===== src/rtl/writeback_queue.sv =====
// writeback_queue: register-file write master merging pipeline WB writes with a queued long-latency stream.
// Optional macro WBQ_FWD_EN enables youngest-match data forwarding on RSfwd_o/RTfwd_o.
module writeback_queue #(
    parameter int DEPTH = 4,
    parameter int AW    = 5,
    parameter int DW    = 32,
    localparam int PW   = $clog2(DEPTH)
) (
    input  logic          clk_i,
    input  logic          rst_i,
    input  logic          pipe_we_i,
    input  logic [AW-1:0] pipe_addr_i,
    input  logic [DW-1:0] pipe_data_i,
    input  logic          lu_valid_i,
    input  logic [AW-1:0] lu_addr_i,
    input  logic [DW-1:0] lu_data_i,
    output logic          lu_ready_o,
    output logic [AW-1:0] RDaddr_o,
    output logic [DW-1:0] RDdata_o,
    output logic          regwrite_o,
    input  logic [AW-1:0] RSaddr_i,
    input  logic [AW-1:0] RTaddr_i,
    output logic          RSpend_o,
    output logic          RTpend_o,
    output logic [DW-1:0] RSfwd_o,
    output logic [DW-1:0] RTfwd_o,
    output logic [PW:0]   count_o
);
    logic [AW-1:0] r_addr [DEPTH];
    logic [DW-1:0] r_data [DEPTH];
    logic          r_live [DEPTH];
    logic [PW-1:0] r_head, r_tail;
    logic [PW:0]   r_count;
    logic          w_pipe, w_push, w_pop, w_issue_q;
    logic [PW-1:0] w_idx;

    assign count_o    = r_count;
    assign lu_ready_o = r_count < (PW+1)'(DEPTH);
    assign w_pipe     = pipe_we_i & (pipe_addr_i != '0);
    assign w_push     = lu_valid_i & lu_ready_o & (lu_addr_i != '0);
    assign w_pop      = !w_pipe & (r_count != '0);
    assign w_issue_q  = w_pop & r_live[r_head];

    always_ff @(posedge clk_i or posedge rst_i) begin
        if (rst_i) begin
            r_head     <= '0;
            r_tail     <= '0;
            r_count    <= '0;
            regwrite_o <= 1'b0;
            RDaddr_o   <= '0;
            RDdata_o   <= '0;
            for (int i = 0; i < DEPTH; i++) begin
                r_live[i] <= 1'b0;
                r_addr[i] <= '0;
                r_data[i] <= '0;
            end
        end else begin
            r_count    <= r_count + (PW+1)'(w_push) - (PW+1)'(w_pop);
            regwrite_o <= w_pipe | w_issue_q;
            if (w_push) r_tail <= r_tail + PW'(1);
            if (w_pop) r_head <= r_head + PW'(1);
            if (w_pipe) begin
                RDaddr_o <= pipe_addr_i;
                RDdata_o <= pipe_data_i;
            end else if (w_issue_q) begin
                RDaddr_o <= r_addr[r_head];
                RDdata_o <= r_data[r_head];
            end
            // live implies occupied: popped slots are cleared so lookups need no range check
            for (int i = 0; i < DEPTH; i++)
                if ((w_pipe && r_addr[i] == pipe_addr_i) || (w_pop && PW'(i) == r_head))
                    r_live[i] <= 1'b0;
            if (w_push) begin
                r_addr[r_tail] <= lu_addr_i;
                r_data[r_tail] <= lu_data_i;
                r_live[r_tail] <= !(w_pipe && lu_addr_i == pipe_addr_i);
            end
        end
    end

    // scan oldest to youngest so the last match wins
    always_comb begin
        RSpend_o = 1'b0;
        RTpend_o = 1'b0;
        RSfwd_o  = '0;
        RTfwd_o  = '0;
        w_idx    = '0;
        for (int k = 0; k < DEPTH; k++) begin
            w_idx = r_head + PW'(k);
            if (r_live[w_idx] && r_addr[w_idx] == RSaddr_i) begin
                RSpend_o = 1'b1;
`ifdef WBQ_FWD_EN
                RSfwd_o  = r_data[w_idx];
`endif
            end
            if (r_live[w_idx] && r_addr[w_idx] == RTaddr_i) begin
                RTpend_o = 1'b1;
`ifdef WBQ_FWD_EN
                RTfwd_o  = r_data[w_idx];
`endif
            end
        end
    end
endmodule


===== config.mk =====
export PLATFORM = sky130hd
export DESIGN_NAME = writeback_queue
export DESIGN_NICKNAME = d
export VERILOG_FILES = /design/src/rtl/writeback_queue.sv
export SDC_FILE = /design/constraint.sdc
export NUM_CORES = 1
export LEC_CHECK = 0
export CAP_MARGIN = 20
export CORE_UTILIZATION = 30
export CTS_BUF_LIST = sky130_fd_sc_hd__clkbuf_4 sky130_fd_sc_hd__clkbuf_8
export DETAILED_ROUTE_END_ITERATION = 16
export DONT_BUFFER_PORTS = 1
export GPL_TIMING_DRIVEN = 0
export PLACE_DENSITY = 0.45
export SLEW_MARGIN = 0
export SYNTH_ARGS = -nofsm -noshare
export SYNTH_HDL_FRONTEND = slang
export SYNTH_SLANG_ARGS = --single-unit

===== constraint.sdc =====
create_clock -name clk_i -period 8.1 [get_ports clk_i]
set_clock_uncertainty 0.05 [all_clocks]
set_input_delay 0.81 -clock clk_i [delete_from_list [all_inputs] [get_ports clk_i]]
set_output_delay 0.81 -clock clk_i [all_outputs]
set_load 0.01 [all_outputs]

### Word-level counts from Yosys, hierarchy flattened

Cells that the tools add are included.

* bitwise logic cells: 11
* eq/ne operators: 16
* muxes and demuxes: 53
* add/subtract/negate cells: 6
* magnitude comparators: 7
* reductions and logical operators: 29

Operator list (number)
* $mux W32: 5
* $bwmux W128: 1
* $eq A5 B5 Y1: 13
* $bmux W32 S2: 1
* $demux W32 S2: 1
* $mux W5: 11
* $bmux W5 S2: 4
* $mux W1: 21
* $bwmux W20: 1
* $logic_and A1 B1 Y1: 18
* $ge A3 B3 Y1 const B: 5
* $not A2 Y3: 5
* $demux W5 S2: 1
* $reduce_bool A5 Y1: 2
* $bmux W1 S2: 4
* $and A1 B1 Y1: 5
* $add A2 B1 Y2 const B: 2
* $add A2 B2 Y2 const B: 2
* $bwmux W4: 1
* $eq A2 B2 Y1 const A: 2
* $logic_or A1 B1 Y1: 4
* $mux W4: 1
* $add A3 B1 Y3: 1
* $lt A3 B1 Y1 const B: 1
* other kinds (9): 10

* input port bits: 88
* register bits after elaboration: 197
* output and inout bits: 108

### Logic depth before layout (Yosys ltp)

Gate-level depths: netlist (run 1).

* word-level depth: 10
* depth in mapped cells: 11

### Worst setup path before layout (run 1)

No wires, ideal clock.

* path kind: register to output
* start: register r_head[1]
* end: output RTpend_o
* stages on the path, launching flop included: 12
* slack: 4.282 ns
* path buffers: 4
* data arrival time: 2.958 ns
* cell sequence: dfrtp_1 -> buf_2 -> buf_2 -> buf_1 -> inv_1 -> ha_1 -> buf_2 -> mux4_2 -> xor2_1 -> nor4_1 -> nand3_1 -> nand4_1

* longest elaborated chain between the ends: 10

RTL lines
* from (decl): line 32 `logic [PW-1:0] r_head, r_tail;`
* from (signal assigned): line 61 `if (w_pop) r_head <= r_head + PW'(1);`
* $add A2 B1 Y2 or $not A2 Y3 (tied branches): line 89, 96
* $not A2 Y3 (implied by the code) or $bmux W5 S2 (tied branches): line 96 `if (r_live[w_idx] && r_addr[w_idx] == RTaddr_i) begin`
* $bmux W5 S2 or $mux W5 (tied branches): line 96
* $mux W5 (implied by the code): line 96
* $mux W5 (implied by the code) or $eq A5 B5 Y1 (tied branches): line 96
* $eq A5 B5 Y1 or $logic_and A1 B1 Y1 (tied branches): line 96
* $logic_and A1 B1 Y1 or $mux W1 (tied branches): line 96
* $mux W1 (2 in series): line 96
* $mux W1 (*): line 96
* to (decl): line 24 `output logic RTpend_o,`

Mark *: on every way between the ends. The rest lies on a longest branch, timed or not. The select of a mux whose other input is x is not followed.

### Worst setup path after layout (run 1)

Same ends and word-level chain as after synthesis.

==> out/qor.csv, run 1 <==
stage;metric;value;unit
logic_synthesis;Synth Area in Adders;1.26;%
die;core box area;34500;um^2
cts;Root Driver;clkbuf_8;
global_routing;GRT Total Usage;15.4;%
worst_setup_path;CP max FO;10;
cts;Sink Count;197;
die;I/O pin cnt;196;
global_routing;largest net degree at the start of global routing;106;
power;leakage;5.13;nW
placement;Setup Slack @ Placement;3.20;ns
logic_synthesis;Post-Synthesis Cell Area;10500;um^2
timing;fin crit period;5.46;ns
cts;clock transition at the registers of the reported paths;0.11;ns
global_routing;initial antenna violation count;0;
global_routing;vias in the first global route;6483;
power;maximum vdd ir drop;153;uV
cts;number of hold buffers added after cts;0;
worst_setup_path;CP bufs+invs;5;
outcome;status;completed;
placement;cell count after placement;1287;
logic_synthesis;main combinational cell family by area after synthesis;multiplexers;
timing;Fin Setup TNS;0;ns
timing;hold_ws;0.186;ns
worst_setup_path;worst endpoint required time;7.24;ns
layout;Non-Filler Instances;1319;
detailed_routing;DR vias/cell;4.66;
worst_setup_path;worst path cell trace;buf_2, buf_2, buf_1, inv_1, ha_1, buf_2, mux4_2, xor2_1, nor4_1, nand3_1, nand4_1;
run;max_cap viols;0;
detailed_routing;initial DRC count;290;
timing;FMAX;0.183;GHz
detailed_routing;WL/cell;20.1;um
timing;Least-Margin Pin Slew;0.802;ns
placement;DP Area;11300;um^2
logic_synthesis;Syn Inst Count;768;
layout;ratio of cells with drive above 1 in the final layout;40.5;%
worst_setup_path;Slowest-stage cell, CP;buf_1;
timing;final period utilization;67.4;%
layout;FILL cells;3494;
logic_synthesis;Async S/R FF share, synth;100;%
layout;# diodes;0;
placement;Final HPWL DP;18.3;mm
timing;Relative slew margins;46.6;%
logic_synthesis;compound-cell area share of the yosys netlist;3.00;%
worst_setup_path;worst reg2reg path depth;8;
logic_synthesis;cell with the most instances after synthesis;dfrtp_1;
detailed_routing;total number of vias;6145;
timing;final hold violations;0;
worst_setup_path;CP peak stage delay;0.66;ns
cts;maximum root-to-sink buffer count;2;
layout;growth of design area from synthesis to finish;11.7;%
die;Cell Rows;68;
die;Die Ht;189;um
cts;Num CTS Buffers;17;
logic_synthesis;post-synthesis xor/xnor area fraction;5.84;%
die;DIE WIDTH;189;um
worst_setup_path;CP startpoint;r_head[1];
cts;CTS tree;built;
logic_synthesis;number of enable flip-flop cells after synthesis;0;
logic_synthesis;Ys Warns;0;
logic_synthesis;cell taking the most area after synthesis;dfrtp_1;
placement;IO buf count;0;
worst_setup_path;worst flop-to-flop path startpoint;r_head[1];
worst_setup_path;Crit Path Category;reg2out;
worst_setup_path;reg2reg end;r_head[1];
logic_synthesis;post-synthesis sequential area ratio;47.0;%
cts;CTS resizes;0;
logic_synthesis;Synth Flop Type;dfrtp_1;
timing;final slew viol count;0;
logic_synthesis;top-area cell type share of the netlist area;47.0;%
worst_setup_path;Critical Path Source Type;register;
timing;Setup WS post-layout;2.64;ns
logic_synthesis;Avg Cell Area, Syn;13.7;um^2
logic_synthesis;top post-synthesis cells by area;dfrtp_1 (47%), mux2_2 (16%), mux4_2 (12%);
worst_setup_path;crit path DAT;4.60;ns
worst_setup_path;Levels on crit path;11;
die;Die ar.;35700;um^2
cts;postcts setup bufs;0;
layout;nets;949;
worst_setup_path;Reg2Reg Setup Slack;5.09;ns
worst_setup_path;CP Capture Type;output pin;
worst_setup_path;Largest delay share family, worst path;buffers and inverters;
timing;final setup vio count;0;
logic_synthesis;Yosys reg bits;197;
logic_synthesis;synth cell count leaders;dfrtp_1 (197), mux2_2 (148), buf_4 (65);
cts;htree depth;4;
power;Power, Total;4.63;mW
logic_synthesis;Distinct cells, synth;34;
detailed_routing;DRC Markers;0;
min_path;worst hold path class;in2async;
die;Starting Density;30.5;%
global_routing;first-pass GRT wire length;40.7;mm
timing;RSZ-0062 raised after global routing;no;
logic_synthesis;Synth Area in Simple Gates;3.74;%
power;Pwr per Cell Area;395;nW/um^2
cts;Clock Latency Late Sink;0.49;ns
worst_setup_path;Crit path top cell by count;buf_2;
global_routing;GRT overflow;0;
detailed_routing;Routed Antenna Nets;0;
layout;post-route design area;11700;um^2
logic_synthesis;post-synthesis mux area share;31.0;%
worst_setup_path;worst setup path endpoint;RTpend_o;
detailed_routing;DR pass1 iterations;4;
placement;gpl congestion;0.863;
detailed_routing;Routed Wire Length;26.5;mm
layout;utilization after layout;34.0;%
-- worst min path at each step --
stage / from / endpoint / slack [ns]
after global routing: rst_i / RDdata_o[8] / 0.20
after global placement: r_data[31] / r_data[31] / 0.43
after detailed placement: r_data[47] / r_data[47] / 0.44
after floorplan: r_data[60] / r_data[60] / 0.42
after CTS: rst_i / RDdata_o[8] / 0.20
final: rst_i / RDdata_o[8] / 0.19
-- metal layers --
layer  vias up  part of all wire (%)  GRT usage (%)
met5         -                     0              0
met4         0                   1.4           4.44
met3        24                   5.6           3.87
met2       176                    48           25.2
met1      3144                    45           20.2
li1       2801                     -              -
-- power by group --
group / internal (mW) / switching, mW
clock network: 0.262 / 0.394
registers: 1.48 / 0.390
logic: 1.15 / 0.959
total: 2.89 / 1.74
-- flip-flops by register name (all words and copies together) (netlist names) --
register / flops
r_data: 128
r_live: 4
count_o: 3
r_tail: 2
r_addr: 20
RDaddr_o: 5
r_head: 2
RDdata_o: 32
regwrite_o: 1
-- worst register-to-register path, stage by stage (launching register included) --
cell and delay (ns):
dfrtp_1 0.41, buf_2 0.27, buf_2 0.40, buf_1 0.66
inv_1 0.19, ha_1 0.48, buf_2 0.33, nand2_1 0.08
o21ai_0 0.07
-- kinds of logic after synthesis --
family,count (synthesis)
muxes,236
AOI/OAI and AO/OA,51
xor gates and xnor gates,70
DFF,197
and+or+nand+nor,85
buffers and inverters,118
adders and majority gates,10
other,1
-- final cells by class --
| class | instances | area, um^2 | area share [%] |
|---|---|---|---|
| multi-input cells | 516 | 4940 | 42.2 |
| flip-flops and latches | 197 | 4930 | 42.0 |
| plain buffers | 111 | 832 | 7.10 |
| well taps | 455 | 569 | 4.86 |
| clock buffers | 18 | 248 | 2.11 |
| clock inverters | 14 | 141 | 1.21 |
| inverters | 7 | 33.8 | 0.288 |
| repair buffers | 1 | 27.5 | 0.235 |
-- cell usage in the layout, fill, tap and decap left out, types with 5 or more instances in the layout --
cell / synthesis / final
dfrtp_1: 197 / 197
mux2_2: 148 / 148
buf_4: 65 / 65
conb_1: 1 / 64
mux4_2: 56 / 56
xor2_1: 47 / 47
nor2_1: 41 / 41
mux2i_1: 32 / 32
a21oi_1: 32 / 32
buf_2: 25 / 25
xnor2_1: 23 / 23
clkbuf_8: 0 / 18
nor4_1: 13 / 13
nand2_1: 12 / 12
buf_6: 10 / 10
nand3_1: 9 / 9
ha_1: 9 / 9
inv_1: 7 / 6
clkbuf_1: 6 / 6
nand2_2: 5 / 5
a31oi_1: 5 / 5
inv_6: 0 / 5
Power figures use the tool's default switching activity.
==> run 2: changes to the inputs <==
==> constraint.sdc (replaced) <==
create_clock -name clk_i -period 5.25 [get_ports clk_i]
set_clock_uncertainty 0.05 [all_clocks]
set_input_delay 0.525 -clock clk_i [delete_from_list [all_inputs] [get_ports clk_i]]
set_output_delay 0.525 -clock clk_i [all_outputs]
set_load 0.01 [all_outputs]
==> out/qor.csv, run 2 (synthesis results as in run 1) <==
stage;metric;value;unit;change
outcome;status;completed;;
worst_setup_path;CP max FO;19;;+9
die;core box area;34500;um^2;unchanged
min_path;worst hold path class;in2reg;;
layout;Non-Filler Instances;1323;;+0.30%
power;Sw Pwr;2.72;mW;+56%
power;power share of the clock group;14.0;%;-0.2 points
die;Die Ht;189;um;unchanged
die;Cell Rows;68;;unchanged
timing;hold_ws;0.102;ns;-0.0833 ns
worst_setup_path;Critical Path Source Type;register;;
timing;RSZ-0062 raised after global routing;no;;
layout;largest register by flop count;r_data;;
cts;CTS tree;built;;
cts;Clock Latency Late Sink;0.50;ns;about the same
layout;nets;953;;+0.42%
detailed_routing;DRC Markers;0;;unchanged
detailed_routing;WL/cell;19.9;um;-0.94%
layout;FILL cells;3443;;-1.5%
worst_setup_path;CP startpoint;r_head[1];;
layout;register area;4930;um^2;unchanged
layout;# diodes;0;;unchanged
worst_setup_path;worst flop-to-flop path startpoint;r_head[1];;
global_routing;GRT Total Usage;15.3;%;-0.082 points
worst_setup_path;CP Capture Type;output pin;;
layout;ratio of cells with drive above 1 in the final layout;40.8;%;+0.27 points
cts;htree depth;4;;unchanged
power;sequential cell fraction of total power;40.4;%;about the same
timing;final setup vio count;0;;unchanged
global_routing;initial antenna violation count;0;;unchanged
placement;Setup Slack @ Placement;0.515;ns;-2.68 ns
layout;commonest non-fill, non-tap cell in the layout;dfrtp_1;;
placement;cell count after placement;1291;;+0.31%
layout;growth of design area from synthesis to finish;12.4;%;
cts;Root Driver;clkbuf_8;;
cts;clock transition at the registers of the reported paths;0.13;ns;+0.02 ns
timing;FMAX;0.213;GHz;
layout;commonest cells after routing, fill and taps aside;dfrtp_1 (197), mux2_2 (148), buf_4 (65);;
global_routing;first-pass GRT wire length;40.5;mm;-0.43%
power;Pint;4.42;mW;+53%
worst_setup_path;crit path DAT;4.13;ns;-0.47 ns
power;Pwr per Cell Area;605;nW/um^2;+53%
cts;Sink Count;197;;unchanged
power;Comb pwr share;45.6;%;+0.2 points
timing;final period utilization;89.6;%;
die;I/O pin cnt;196;;unchanged
die;DIE WIDTH;189;um;unchanged
timing;final hold violations;0;;unchanged
worst_setup_path;worst endpoint required time;4.68;ns;-2.56 ns
timing;final slew viol count;0;;unchanged
power;maximum vdd ir drop;306;uV;+99%
detailed_routing;initial DRC count;362;;+25%
timing;Setup WS post-layout;0.547;ns;-2.10 ns
detailed_routing;total number of vias;6147;;+0.033%
run;max_cap viols;0;;unchanged
power;leakage;5.16;nW;+0.42%
worst_setup_path;Crit Path Category;reg2out;;
die;Die ar.;35700;um^2;unchanged
timing;Relative slew margins;49.1;%;+2.5 points
layout;top flop regs;r_data x128, RDdata_o x32, r_addr x20;;
timing;Fin Setup TNS;0;ns;unchanged
cts;CTS resizes;0;;unchanged
cts;Num CTS Buffers;17;;unchanged
global_routing;GRT overflow;0;;unchanged
detailed_routing;Routed Wire Length;26.3;mm;-0.64%
timing;fin crit period;4.70;ns;
detailed_routing;DR pass1 iterations;4;;unchanged
detailed_routing;Routed Antenna Nets;0;;unchanged
placement;gpl congestion;0.873;;+1.2%
power;switching share of power;38.1;%;+0.51 points
layout;Multi-input gate area;4940;um^2;unchanged
global_routing;vias in the first global route;6444;;-0.60%
cts;postcts setup bufs;0;;unchanged
die;Starting Density;30.5;%;unchanged
placement;IO buf count;0;;unchanged
min_path;min-delay src;lu_data_i[27];;
layout;number of flip-flops in the largest register;128;;unchanged
placement;Final HPWL DP;18.7;mm;+2.2%
detailed_routing;DR vias/cell;4.65;;-0.27%
cts;maximum root-to-sink buffer count;2;;unchanged
timing;Least-Margin Pin Slew;0.756;ns;-0.0452 ns
global_routing;largest net degree at the start of global routing;39;;-63%
==> run 2: timing repair <==
| action | CTS | global route |
|---|---|---|
| hold buffers | 1 | 0 |
| endpoints found under the hold margin | 22 | 0 |
| endpoints found under the setup margin | 1 | 0 |
==> run 2: routing by layer <==
metal / vias to the layer above / track usage (%) / share of wire (%)
met5: - / 0 / 0
met4: 0 / 4.28 / 1.4
met3: 22 / 4.36 / 5.2
met2: 162 / 25.1 / 48
met1: 3160 / 19.8 / 45
li1: 2803 / - / -
==> run 2: cell type report <==
cell class | instances | share of cell area [%]
multi-input cells | 516 | 41.9
flip-flops and latches | 197 | 41.8
plain buffers | 110 | 7.02
well taps | 455 | 4.82
clock buffers | 17 | 1.98
clock inverters | 15 | 1.33
repair buffers | 6 | 0.933
inverters | 7 | 0.254
==> run 2: stage by stage <==
stage	instance area, um^2	util (%)	power [mW]
4_1_cts	11800	34.2	7.25
5_1_grt	11800	34.2	7.67
3_5_place_dp	11400	33.1	6.24
2_1_floorplan	10700	-	5.38
6_report	11800	34.2	7.14
3_3_place_gp	11300	32.8	6.18
==> run 2: worst max-delay path, stage by stage (launching register included) <==
cell and delay [ns]:
dfrtp_1 0.41, buf_2 0.28, buf_2 0.57, inv_1 0.19
ha_1 0.46, buf_2 0.34, mux4_2 0.59, xor2_1 0.16
nor4_1 0.30, nand3_1 0.13, nand4_1 0.19
==> run 2: power by group through the flow <==
stage / clock network (mW) / registers (mW) / logic, mW
finish: 0.997 / 2.89 / 3.25
global route: 1.10 / 3.00 / 3.57
CTS: 1.04 / 2.88 / 3.32
detailed placement: 0 / 2.91 / 3.32
global placement: 0 / 2.92 / 3.27
floorplan: 0 / 2.73 / 2.65
==> run 2: final timing paths <==
path | depth (start not counted) | slack, ns | endpoint
min in group asynchronous | 2 | 0.50 | r_data[59]
worst max register to register | 6 | 2.48 | RDdata_o[19]
worst min-delay path | 1 | 0.10 | r_data[123]
worst max-delay path | 10 | 0.55 | RTpend_o
worst min register to register | 1 | 0.46 | r_data[57]
max in group asynchronous | 4 | 3.77 | r_data[35]
